File: src/rtl/csa_accum_pkg.sv
`default_nettype none
// ============================================================================
//  Module      : csa_accum_pkg
//  Description : Shared types and width helpers for the carry-save
//                multi-operand accumulator (csa_accum_ctrl, csa_row).
//  Revision    : 1.0  initial release
// ============================================================================
package csa_accum_pkg;

    // Sequencer states, 2-bit encoding
    typedef enum logic [1:0] {
        IDLE    = 2'd0,
        ACCUM   = 2'd1,
        RESOLVE = 2'd2,
        DONE    = 2'd3
    } state_e;

    // Accumulator width: operand width plus guard bits for headroom
    function automatic int acc_width(input int data_w, input int guard_w);
        return data_w + guard_w;
    endfunction

    // Operand counter width: one bit beyond the guard so 2**guard_w+1 is visible
    function automatic int cnt_width(input int guard_w);
        return guard_w + 1;
    endfunction

endpackage : csa_accum_pkg
`default_nettype wire

File: src/rtl/csa_row.sv
`default_nettype none
// ============================================================================
//  Module      : csa_row
//  Description : Purely combinational 3:2 carry-save compressor row.
//                carry_o is already shifted up one place (truncated to
//                WIDTH), so it can be stored at its final weight.
//  Revision    : 1.0  initial release
// ============================================================================
module csa_row #(
    parameter int WIDTH = 20
) (
    input  logic [WIDTH-1:0] a_i,
    input  logic [WIDTH-1:0] b_i,
    input  logic [WIDTH-1:0] c_i,
    output logic [WIDTH-1:0] sum_o,
    output logic [WIDTH-1:0] carry_o
);

    // Only the majority bits that survive the shift are computed; the MSB
    // carry falls off the top of the modulo-2**WIDTH result.
    logic [WIDTH-2:0] maj_lo;

    // Bitwise sum and pre-shifted majority carry
    always_comb begin
        sum_o   = a_i ^ b_i ^ c_i;
        maj_lo  = (a_i[WIDTH-2:0] & b_i[WIDTH-2:0])
                | (a_i[WIDTH-2:0] & c_i[WIDTH-2:0])
                | (b_i[WIDTH-2:0] & c_i[WIDTH-2:0]);
        carry_o = {maj_lo, 1'b0};
    end

endmodule : csa_row
`default_nettype wire

File: src/rtl/csa_accum_ctrl.sv
`default_nettype none
// ============================================================================
//  Module      : csa_accum_ctrl
//  Description : Multi-operand adder sequencer. Operands are compressed one
//                per cycle into redundant sum/carry registers; the last
//                operand triggers a single carry-propagate resolve and the
//                binary result is offered on an output handshake.
//  Options     : CSA_ACC_SAT_EN - saturate out_sum to all-ones on overflow
//                (default build wraps modulo 2**ACC_W).
//  Revision    : 1.0  initial release
// ============================================================================
module csa_accum_ctrl
    import csa_accum_pkg::*;
#(
    parameter int DATA_W  = 16,
    parameter int GUARD_W = 4
) (
    input  logic                                  clk,
    input  logic                                  rst,
    input  logic                                  in_valid,
    output logic                                  in_ready,
    input  logic [DATA_W-1:0]                     in_data,
    input  logic                                  in_last,
    output logic                                  out_valid,
    input  logic                                  out_ready,
    output logic [acc_width(DATA_W, GUARD_W)-1:0] out_sum,
    output logic [cnt_width(GUARD_W)-1:0]         out_count,
    output logic                                  out_ovf,
    output logic                                  busy
);

    localparam int ACC_W = acc_width(DATA_W, GUARD_W);
    localparam int CNT_W = cnt_width(GUARD_W);
    // Count at which one more accepted operand exceeds the guard headroom
    localparam logic [CNT_W-1:0] CNT_LIMIT = CNT_W'(1) << GUARD_W;

    state_e             state_q, state_d;
    logic [ACC_W-1:0]   s_q, s_d;
    logic [ACC_W-1:0]   c_q, c_d;
    logic [CNT_W-1:0]   cnt_q, cnt_d;
    logic               ovf_q, ovf_d;
    logic [ACC_W-1:0]   sum_q, sum_d;
    logic [CNT_W-1:0]   count_q, count_d;
    logic               oovf_q, oovf_d;

    logic [ACC_W-1:0]   operand;
    logic [ACC_W-1:0]   row_sum;
    logic [ACC_W-1:0]   row_carry;
    logic [ACC_W-1:0]   resolved;

    assign operand = {{GUARD_W{1'b0}}, in_data};

    csa_row #(
        .WIDTH   (ACC_W)
    ) u_row (
        .a_i     (s_q),
        .b_i     (c_q),
        .c_i     (operand),
        .sum_o   (row_sum),
        .carry_o (row_carry)
    );

    // Single carry-propagate add, optionally clamped when the group overflowed
`ifdef CSA_ACC_SAT_EN
    assign resolved = ovf_q ? {ACC_W{1'b1}} : (s_q + c_q);
`else
    assign resolved = s_q + c_q;
`endif

    // State register
    always_ff @(posedge clk or posedge rst) begin
        if (rst) begin
            state_q <= IDLE;
        end else begin
            state_q <= state_d;
        end
    end

    // Next-state, datapath next values and handshake outputs
    always_comb begin
        state_d   = state_q;
        s_d       = s_q;
        c_d       = c_q;
        cnt_d     = cnt_q;
        ovf_d     = ovf_q;
        sum_d     = sum_q;
        count_d   = count_q;
        oovf_d    = oovf_q;
        in_ready  = 1'b0;
        out_valid = 1'b0;
        busy      = (state_q != IDLE);

        case (state_q)
            IDLE: begin
                in_ready = 1'b1;
                if (in_valid) begin
                    s_d     = row_sum;
                    c_d     = row_carry;
                    cnt_d   = CNT_W'(1);
                    ovf_d   = 1'b0;
                    state_d = in_last ? RESOLVE : ACCUM;
                end
            end
            ACCUM: begin
                in_ready = 1'b1;
                if (in_valid) begin
                    s_d = row_sum;
                    c_d = row_carry;
                    if (cnt_q != {CNT_W{1'b1}}) begin
                        cnt_d = cnt_q + CNT_W'(1);
                    end
                    if (cnt_q >= CNT_LIMIT) begin
                        ovf_d = 1'b1;
                    end
                    if (in_last) begin
                        state_d = RESOLVE;
                    end
                end
            end
            RESOLVE: begin
                sum_d   = resolved;
                count_d = cnt_q;
                oovf_d  = ovf_q;
                state_d = DONE;
            end
            DONE: begin
                out_valid = 1'b1;
                if (out_ready) begin
                    s_d     = '0;
                    c_d     = '0;
                    cnt_d   = '0;
                    ovf_d   = 1'b0;
                    state_d = IDLE;
                end
            end
            default: begin
                state_d = IDLE;
            end
        endcase
    end

    // Redundant accumulator, counter and result registers
    always_ff @(posedge clk or posedge rst) begin
        if (rst) begin
            s_q     <= '0;
            c_q     <= '0;
            cnt_q   <= '0;
            ovf_q   <= 1'b0;
            sum_q   <= '0;
            count_q <= '0;
            oovf_q  <= 1'b0;
        end else begin
            s_q     <= s_d;
            c_q     <= c_d;
            cnt_q   <= cnt_d;
            ovf_q   <= ovf_d;
            sum_q   <= sum_d;
            count_q <= count_d;
            oovf_q  <= oovf_d;
        end
    end

    assign out_sum   = sum_q;
    assign out_count = count_q;
    assign out_ovf   = oovf_q;

endmodule : csa_accum_ctrl
`default_nettype wire

File: config.mk
export PLATFORM = sky130hd
export DESIGN_NAME = csa_accum_ctrl
export DESIGN_NICKNAME = d
export VERILOG_FILES = /design/src/rtl/csa_accum_pkg.sv /design/src/rtl/csa_row.sv /design/src/rtl/csa_accum_ctrl.sv
export SDC_FILE = /design/constraint.sdc
export NUM_CORES = 1
export LEC_CHECK = 0
export BUFFER_PORTS_ARGS = -buffer_cell sky130_fd_sc_hd__buf_2
export CORE_AREA = 2 2 88 90
export CTS_CLUSTER_DIAMETER = 60
export DETAILED_ROUTE_END_ITERATION = 10
export DIE_AREA = 0 0 90 92
export MAX_ROUTING_LAYER = met4
export PLACE_DENSITY = 0.85
export SETUP_SLACK_MARGIN = 0.5
export SYNTH_ARGS = -nofsm -noshare
export SYNTH_HDL_FRONTEND = slang
export SYNTH_SLANG_ARGS = --single-unit
File: constraint.sdc
create_clock -name clk -period 6.5 [get_ports clk]
set_clock_uncertainty 0.05 [all_clocks]
set_input_delay 0.975 -clock clk [delete_from_list [all_inputs] [get_ports clk]]
set_output_delay 0.975 -clock clk [all_outputs]
set_load 0.02 [all_outputs]
==> impl_metrics.yaml, run 1 <==
worst_setup_path:
  cp_top_family: "compound AO/OA/AOI/OAI gates"
  crit_fanout: 5
  crit_type: "flip-flop to flip-flop"
  reg2reg_from: "s_q[1]$_DFFE_PP0P_"
  path_buf_inv: 0
  critPathLaunch: "s_q[1]$_DFFE_PP0P_"
  cp-start-kind: "flip-flop"
  required_ps: 6700
  max_stage_delay_ps: 470
  cpMaxStageDelayCell: "fa_1"
  cp.arrival_ps: 2930
  cp_cell_sequence: "ha_1, fa_1, a211oi_2, nor2_1, o32a_4, a22oi_1, o2111ai_1, o311ai_1"
  cp-end-kind: "flip-flop"
floorplanning:
  core_area_sq_mm: 0.007447
  ios: 50
  placementRows: 32
  die_area_sq_mm: 0.008280
  die_w_microns: 90
  start_util: 0.5800
  die_h_microns: 92
cts:
  holdBufCountCts: 0
  clockBufferDepth: 2
  postCtsResizedCells: 0
  cts_sinks: 73
  cts_buffers: 9
  cts_htree_levels: 3
  postCtsSetupBuffers: 0
  clk_latency_ps: 350
  clk_pin_slew_ps: 80
  cts_tree: "done"
  cts-root-buf: "clkbuf_8"
layout:
  final_area_sq_mm: 0.004860
  n_antenna_cell: 0
  drive_above_1_share: 0.1971
  fin_nets: 534
  synthToLayoutAreaGrowth_pct: 12.51
  finalNonFillerCells: 579
  fill_cells: 600
synthesis:
  synth-edff-count: 0
  netlist.area_leader.share: 0.4229
  synth-main-ff-cell: "dfrtp_1"
  synth-seq-area-share: 0.4229
  synth_area_per_cell_sq_um: 10.07
  ys_top_cells_by_area: "dfrtp_1 (42%), fa_1 (7.4%), ha_1 (7.2%)"
  async_flop_share: 1.000
  syn_inst: 429
  yosysUniqueCellTypes: 52
  yosysTopAreaCell: "dfrtp_1"
  yosysWarningCount: 0
  syn_nets: 491
  ys_seq_elements: 73
  synth_area_sq_mm: 0.004319
global_route:
  overflow: 0
  busiest_layer: "met2"
  grt_pass1_vias: 3181
  grt_pass1_wl_microns: 15010
  grt_max_degree: 79
  antenna_found_initial: 0
  met2_usage: 0.3709
  grt.total_usage: 0.2343
  grt.met1_usage: 0.3065
  use_met3: 0.04108
timing:
  slew_violations: 0
  finalCritPeriodShare: 0.4211
  hold_viol: 0
  max_freq_ghz: 0.3653
  finalSetupTns_ps: 0
  finalCriticalPeriod_ps: 2737
  relSlewSlack: 0.2521
  worst_pin_slew_ps: 1118
  rsz0062_at_grt: "false"
  finalSetupViolCount: 0
min_path:
  hp-start: "out_sum[15]$_DFFE_PP0P_"
  hp-class: "flip-flop to flip-flop"
detailed_routing:
  drt-initial-drc-count: 219
  postRouteAntennaNets: 0
  wl_microns: 8736
  first_pass_iters: 4
  via_count: 3223
  wire_per_inst_microns: 15.09
  post-route-drc-count: 0
  viasPerCell: 5.566
pwr:
  irDropWorstVdd_mv: 0.4031
  finalPower_w: 0.002495
  powerDensity_mw_per_mm2: 513.3
  power_leakage_nw: 2.357
placed_design:
  place_congestion: 0.8579
  port_buffers: 49
  dp_hpwl_microns: 6155
  dp.cells: 563
  place_area_sq_mm: 0.004639
flow_run:
  max_cap_viol_count: 0
status:
  status: "finished, final reports clean"
==> path summary, 6_finish.rpt <==
check / to / slack, ps / cells past startpoint
worst max-delay path: out_sum[19]$_DFFE_PP0P_ / 3760 / 8
worst min-delay path: out_sum[15]$_DFFE_PP0P_ / 440 / 1
worst max register to register: out_sum[19]$_DFFE_PP0P_ / 3760 / 8
worst min register to register: out_sum[15]$_DFFE_PP0P_ / 440 / 1
max in group asynchronous: c_q[13]$_DFFE_PP0P_ / 4950 / 3
min in group asynchronous: out_count[4]$_DFFE_PP0P_ / 830 / 3
==> sequential cells by signal, summed over array words and instances (netlist names) <==
register	count
c_q	19
out_ovf	1
state_q	2
out_count	5
ovf_q	1
out_sum	20
cnt_q	5
s_q	20
==> logic make-up after synthesis <==
group / Yosys count / synth area share
flops: 73 / 0.4229
mux: 19 / 0.05011
compound gates: 113 / 0.1741
simple gates: 142 / 0.1573
buf+inv: 30 / 0.02665
fa+ha+maj: 41 / 0.1466
xor+xnor: 11 / 0.02231
==> layout by cell type, fill, tap and decap left out, drive strengths merged, types with 11 or more instances in the layout <==
cell type  synthesis  layout
mux2              18      18
clkbuf            16      11
nand2             62      62
ha                25      25
nor2              18      18
fa                16      16
o21ai             50      50
dfrtp             73      73
a21oi             14      14
buf                4      52
nand2b            39      39
==> cell type report <==
class,instances,area (sq um),area share
multi-input cells,326,2380,0.4897
flip-flops and latches,73,1827,0.3759
repair buffers,52,267.8,0.05510
clock buffers,11,141.4,0.02909
well taps,102,127.6,0.02626
clock inverters,5,78.83,0.01622
inverters,10,37.54,0.007724
==> cell usage after synthesis (10+ instances only) <==
cell type / n
inv_1: 10
o21ai_0: 47
ha_1: 25
nand2_1: 62
nor2_1: 18
fa_1: 16
clkbuf_1: 16
nand2b_1: 39
a21o_1: 10
mux2_2: 17
a21oi_1: 13
dfrtp_1: 73
==> worst register-to-register path, cell delays in order (launching register included) <==
cell	delay, ps
dfrtp_1	420
ha_1	240
fa_1	470
a211oi_2	310
nor2_1	110
o32a_4	400
a22oi_1	340
o2111ai_1	200
o311ai_1	110
==> layer usage <==
metal / vias up / share of wire
met5: - / 0
met4: 0 / 0.013
met3: 10 / 0.043
met2: 75 / 0.48
met1: 1552 / 0.46
li1: 1586 / -
==> through the flow <==
step | hold WS, ps | util | setup WS, ps
global placement | 416.0 | 0.6230 | 3828
global route | 468.9 | 0.6526 | 3541
finish | 442.9 | 0.6526 | 3763
detailed placement | 427.1 | 0.6230 | 3768
floorplan | 403.8 | - | 3622
CTS | 444.8 | 0.6526 | 3767
==> report_power, final <==
part / switching (W) / internal [W] / total [W]
Clock: 0.000170 / 0.000226 / 0.000396
Combinational: 0.000770 / 0.000543 / 0.00131
Sequential: 0.000150 / 0.000635 / 0.000786
Total: 0.00109 / 0.00140 / 0.00249
No activity file was read; power rests on OpenSTA's default activity.
==> run 2: changes to the inputs <==
- CORE_AREA: 2 2 88 90 -> 2 2 94 96
- DIE_AREA: 0 0 90 92 -> 0 0 96 98
- PLACE_DENSITY: 0.85 -> 0.79
- clock period: 6.5 -> 2.5 ns (I/O delays scaled with it)
==> run 2 against run 1 <==
Count of clock-buffer cells in the layout increased by 2; global-route usage shrank 0.70 points; via count up 7.1%; final cell count is 5.2% higher.
==> impl_metrics.yaml, run 2 (synthesized netlist as in run 1, its figures left out) <==
pwr:
  powerDensity_mw_per_mm2: 1339
  irDropWorstVdd_mv: 0.7366
  power_frac_seq: 0.296
  net-switching-power_w: 0.003172
  clockPowerShare: 0.121
  p_sw_frac: 0.4431
  intPower_w: 0.003987
  power_leakage_nw: 2.480
  power_frac_comb: 0.583
placed_design:
  dp_hpwl_microns: 6563
  place_congestion: 0.8942
  port_buffers: 49
layout:
  mostFrequentLayoutCell: "dfrtp_1"
  fin_nets: 559
  fill_cells: 657
  layout_common_cells: "dfrtp_1 (66), nand2_1 (60), buf_2 (49), o21ai_0 (47), nand2b_1 (39)"
  synthToLayoutAreaGrowth_pct: 23.78
  n_antenna_cell: 0
  drive_above_1_share: 0.3094
timing:
  finalSetupTns_ps: 0
  finalCritPeriodShare: 0.9637
  max_freq_ghz: 0.4151
  slew_violations: 0
  holdWs_ps: 55.86
  worst_pin_slew_ps: 635.1
  rsz0062_at_grt: "true"
  relSlewSlack: 0.5757
  finalSetupViolCount: 0
  finalCriticalPeriod_ps: 2409
  hold_viol: 0
cts:
  cts_htree_levels: 3
  clockBufferDepth: 2
  clk_latency_ps: 350
  cts_tree: "done"
  cts-root-buf: "clkbuf_8"
  clk_pin_slew_ps: 70
  cts_sinks: 73
  cts_buffers: 9
worst_setup_path:
  cp-end-kind: "flip-flop"
  crit_type: "flip-flop to flip-flop"
  cp-start-kind: "flip-flop"
  cp.arrival_ps: 2560
  crit_fanout: 4
  required_ps: 2650
floorplanning:
  ios: 50
  core_area_sq_mm: 0.008466
  start_util: 0.5102
  die_area_sq_mm: 0.009408
  placementRows: 34
  die_w_microns: 96
  die_h_microns: 98
detailed_routing:
  postRouteAntennaNets: 0
  wl_microns: 10150
  first_pass_iters: 7
  via_count: 3453
  viasPerCell: 5.670
  post-route-drc-count: 0
  drt-initial-drc-count: 214
  wire_per_inst_microns: 16.66
global_route:
  antenna_found_initial: 0
  grt_pass1_vias: 3373
  grt_pass1_wl_microns: 16280
  grt_max_degree: 47
  grt.total_usage: 0.2273
  overflow: 0
min_path:
  hp-class: "primary input to asynchronous set/reset pin"
flow_run:
  max_cap_viol_count: 0
status:
  status: "finished, final reports clean"
-- run 2: changes by cell type in the layout (fill, tap and decap cells not counted), moves of 3 or more --
cell and delta:
mux2_2 -4, buf_6 +5, ha_1 -12, dfrtp_2 +7, buf_4 +17, nor2_1 -3
mux2_4 +4, nor2_2 +3, dfrtp_1 -7, ha_4 +10
-- run 2: cell type report --
class | count | area [sq um] | share of cell area
clock inverters | 2 | 12.51 | 0.002340
inverters | 10 | 41.29 | 0.007723
repair buffers | 77 | 506.7 | 0.09478
well taps | 108 | 135.1 | 0.02528
flip-flops and latches | 73 | 1836 | 0.3433
multi-input cells | 326 | 2646 | 0.4950
clock buffers | 13 | 168.9 | 0.03159
-- run 2: path summary, 6_finish.rpt --
check	from	end	slack (ps)	depth (start not counted)
max	s_q[1]$_DFFE_PP0P_	out_sum[11]$_DFFE_PP0P_	90	9
min	rst	s_q[3]$_DFFE_PP0P_	60	2
max reg2reg	s_q[1]$_DFFE_PP0P_	out_sum[11]$_DFFE_PP0P_	90	9
min reg2reg	out_sum[15]$_DFFE_PP0P_	out_sum[15]$_DFFE_PP0P_	450	1
max in group asynchronous	rst	state_q[0]$_DFFE_PP0P_	1700	3
min in group clk	in_last	state_q[0]$_DFFE_PP0P_	300	4
-- run 2: power groups by stage --
stage	sequential, W	combinational, W	clock [W]
after floorplan	0.00221	0.00250	0
after global placement	0.00206	0.00346	0
after detailed placement	0.00209	0.00358	0
after CTS	0.00210	0.00385	0.000879
after global routing	0.00219	0.00462	0.000925
final	0.00212	0.00418	0.000868
-- run 2: per-stage QoR --
step / area [sq um] / cells / setup WS [ps] / utilization / total power [W]
after floorplan: 4388 / 429 / 162.3 / - / 0.004717
after global placement: 4765 / 573 / 73.92 / 0.5628 / 0.005518
after detailed placement: 4765 / 573 / 42.62 / 0.5628 / 0.005673
after CTS: 5160 / 599 / 69.52 / 0.6095 / 0.006837
after global routing: 5346 / 609 / 14.19 / 0.6315 / 0.007732
final: 5346 / 609 / 90.69 / 0.6315 / 0.007159
-- run 2: repair_timing --
action / CTS / global route
setup endpoints to repair: 12 / 27
pin swaps: 22 / 19
hold buffers: 0 / 0
buffers inserted: 11 / 10
gates cloned: 0 / 0
gates resized for setup: 25 / 25
-- run 2: critical path, cell delays in order, from the launching register on --
cell	delay (ps)
dfrtp_1	430
ha_4	190
fa_2	360
a211oi_2	250
nor2_2	80
o32a_4	350
buf_4	160
a21o_1	190
nand3_1	100
o311ai_2	100
-- run 2: per-layer routing --
layer  GRT usage  vias to the layer above  share of wire  wire [microns]
met5           -                        -              0               0
met3     0.03549                       24          0.055             560
met2      0.3413                      117           0.48            4868
met4     0.08681                        0          0.020             199
li1            -                     1636              -               -
met1      0.3105                     1676           0.45            4516
==> run 3: changes to the inputs <==
- ABC_AREA: unset -> 1
==> run 3 against run 2 <==
Utilization fell by 3.6 points; clock power is 21% higher; first-iteration DRC count decreased by 16%; critical path depth is 1 higher; combinational power is 11% lower; total power is 4.1% lower; highest routed layer unchanged.
==> impl_metrics.yaml, run 3 <==
status:
  status: "finished, final reports clean"
global_route:
  overflow: 0
  grt_pass1_wl_microns: 15990
  antenna_found_initial: 0
  grt.total_usage: 0.2214
  use_met3: 0.03781
  grt.met1_usage: 0.2950
  grt_max_degree: 79
  met2_usage: 0.3408
  grt_pass1_vias: 3598
  busiest_layer: "met2"
timing:
  layout_setup_ws_ps: 596.4
  slew_violations: 0
  hold_viol: 0
  finalCritPeriodShare: 0.7615
  relSlewSlack: 0.5431
  worst_pin_slew_ps: 683.9
  finalSetupTns_ps: 0
  rsz0062_at_grt: "true"
  finalSetupViolCount: 0
  max_freq_ghz: 0.5253
  finalCriticalPeriod_ps: 1904
detailed_routing:
  wl_microns: 9412
  post-route-drc-count: 0
  wire_per_inst_microns: 13.41
  via_count: 3665
  viasPerCell: 5.221
  postRouteAntennaNets: 0
  first_pass_iters: 4
  drt-initial-drc-count: 180
worst_setup_path:
  required_ps: 2690
  cp_top_family: "simple AND/OR/NAND/NOR gates"
  cp_cell_sequence: "ha_2, fa_2, nand3_1, nand3_2, nand2_1, nand2_2, nand2_2, nand3b_1, nand3_1, nand2_1"
  crit_fanout: 3
  cpMaxStageDelayCell: "dfrtp_1"
  ff2ff_path_depth: 10
  cp-start-kind: "flip-flop"
  crit_path_end: "out_sum[13]$_DFFE_PP0P_"
  cp.depth: 10
  cp.arrival_ps: 2090
  path_buf_inv: 0
  reg2reg_from: "c_q[1]$_DFFE_PP0P_"
  max_stage_delay_ps: 420
  reg2reg_slack_ps: 600
  cp-end-kind: "flip-flop"
  crit_type: "flip-flop to flip-flop"
  reg2reg_to: "out_sum[13]$_DFFE_PP0P_"
  critPathLaunch: "c_q[1]$_DFFE_PP0P_"
synthesis:
  yosysWarningCount: 0
  synth-seq-area-share: 0.4189
  synth-main-ff-cell: "dfrtp_1"
  synth-edff-count: 0
  yosysUniqueCellTypes: 26
  syn_nets: 598
  syn_inst: 536
  yosysTopAreaCell: "dfrtp_1"
  async_flop_share: 1.000
  netlist.area_leader.share: 0.4189
  ys_seq_elements: 73
  synth_area_sq_mm: 0.004360
  synth_most_common_cell: "nand2_1"
  synth_commonest_cells: "nand2_1 (133), inv_1 (74), dfrtp_1 (73)"
  synth_area_per_cell_sq_um: 8.135
  ys_top_cells_by_area: "dfrtp_1 (42%), nand2_1 (11%), nand3_1 (7.6%)"
floorplanning:
  ios: 50
  placementRows: 34
  core_area_sq_mm: 0.008466
  start_util: 0.5151
  die_h_microns: 98
  die_w_microns: 96
  die_area_sq_mm: 0.009408
pwr:
  powerDensity_mw_per_mm2: 1361
  power_leakage_nw: 2.608
  power_frac_seq: 0.302
  irDropWorstVdd_mv: 0.5068
  power_frac_comb: 0.544
  clockPowerShare: 0.154
  net-switching-power_w: 0.003203
  p_sw_frac: 0.4667
  intPower_w: 0.003661
cts:
  cts_htree_levels: 3
  clk_latency_ps: 350
  clockBufferDepth: 2
  cts-root-buf: "clkbuf_8"
  cts_tree: "done"
  cts_buffers: 9
  clk_pin_slew_ps: 80
  cts_sinks: 73
flow_run:
  max_cap_viol_count: 0
min_path:
  hp-class: "primary input to asynchronous set/reset pin"
layout:
  fill_cells: 739
  layout_common_cells: "nand2_1 (131), inv_1 (73), dfrtp_1 (72), nand3_1 (65), o21ai_0 (60)"
  drive_above_1_share: 0.1633
  n_antenna_cell: 0
  fin_nets: 651
  synthToLayoutAreaGrowth_pct: 15.64
  mostFrequentLayoutCell: "nand2_1"
  finalNonFillerCells: 702
placed_design:
  dp_hpwl_microns: 6962
  pre_cts_slack_ps: 461.6
  dp.cells: 683
  port_buffers: 49
  place_congestion: 0.9459
run 3: cell types whose count changed after synthesis, moves of 5 or more:
cell and change:
xor2_1 -5, a21o_1 -10, clkbuf_1 -5, nand2_1 +71, nand3_1 +60, inv_1 +64
nand2b_1 -39, mux2_2 -17, o21ai_0 +13, a22o_1 -5
run 3: stage by stage:
step / hold WS (ps) / area (sq um) / power, W / util
2_1_floorplan: 399.1 / 4364 / 0.004758 / -
3_3_place_gp: 403.6 / 4751 / 0.005564 / 0.5612
3_5_place_dp: 411.1 / 4751 / 0.005719 / 0.5612
4_1_cts: 86.74 / 4985 / 0.006801 / 0.5888
5_1_grt: 104.5 / 5042 / 0.007547 / 0.5956
6_report: 71.74 / 5042 / 0.006863 / 0.5956
run 3: power by group through the flow:
stage,clock network (W),logic [W],registers (W)
after global routing,0.00113,0.00427,0.00214
after detailed placement,0,0.00363,0.00209
after floorplan,0,0.00257,0.00219
after global placement,0,0.00350,0.00206
after CTS,0.00106,0.00367,0.00207
final,0.00105,0.00373,0.00208
run 3: layout make-up:
class                      instances  area, sq um  area share
sequential                        73         1828      0.3625
clock inverter                     5        77.57     0.01538
timing repair buffer              59        345.3     0.06849
tap                              108        135.1     0.02680
multi-input combinational        370         2213      0.4390
clock buffer                      11        151.4     0.03002
inverter                          76        291.5     0.05782
run 3: kinds of logic after synthesis:
kind of cell / count (synthesis) / share of synthesized area
XOR/XNOR: 9 / 0.01808
AO/OA/AOI/OAI: 86 / 0.1019
AND/OR/NAND/NOR: 234 / 0.2319
buffers and inverters: 93 / 0.08407
adder cells (fa/ha/maj): 41 / 0.1452
flip-flops: 73 / 0.4189
run 3: what timing repair did:
| action | CTS | global route |
|---|---|---|
| resized for setup | 2 | 10 |
| endpoints found under the setup margin | 2 | 15 |
| buffers inserted | 0 | 3 |
| hold buffers | 0 | 0 |
| pin swaps | 0 | 2 |
| endpoints found under the hold margin | 0 | 0 |
run 3: metal layers:
layer / up-vias / routed length [microns]
met3: 13 / 421
met2: 103 / 4530
met1: 1724 / 4274
met4: 0 / 185
li1: 1825 / -
met5: - / 0
run 3: worst min path at each step:
stage | endpoint | slack [ps] | cells after the start
floorplan | out_ovf$_DFFE_PP0P_ | 400 | 2
global placement | out_count[1]$_DFFE_PP0P_ | 400 | 2
detailed placement | out_count[1]$_DFFE_PP0P_ | 410 | 2
CTS | out_sum[8]$_DFFE_PP0P_ | 90 | 2
global route | out_sum[8]$_DFFE_PP0P_ | 100 | 2
finish | out_sum[8]$_DFFE_PP0P_ | 70 | 2
run 3: worst register-to-register path: cells and delay by family, from the launching register on:
| kind | cells | cell delay (ps) |
|---|---|---|
| adders and majority gates | 2 | 610 |
| DFF | 1 | 420 |
| and+or+nand+nor | 8 | 700 |
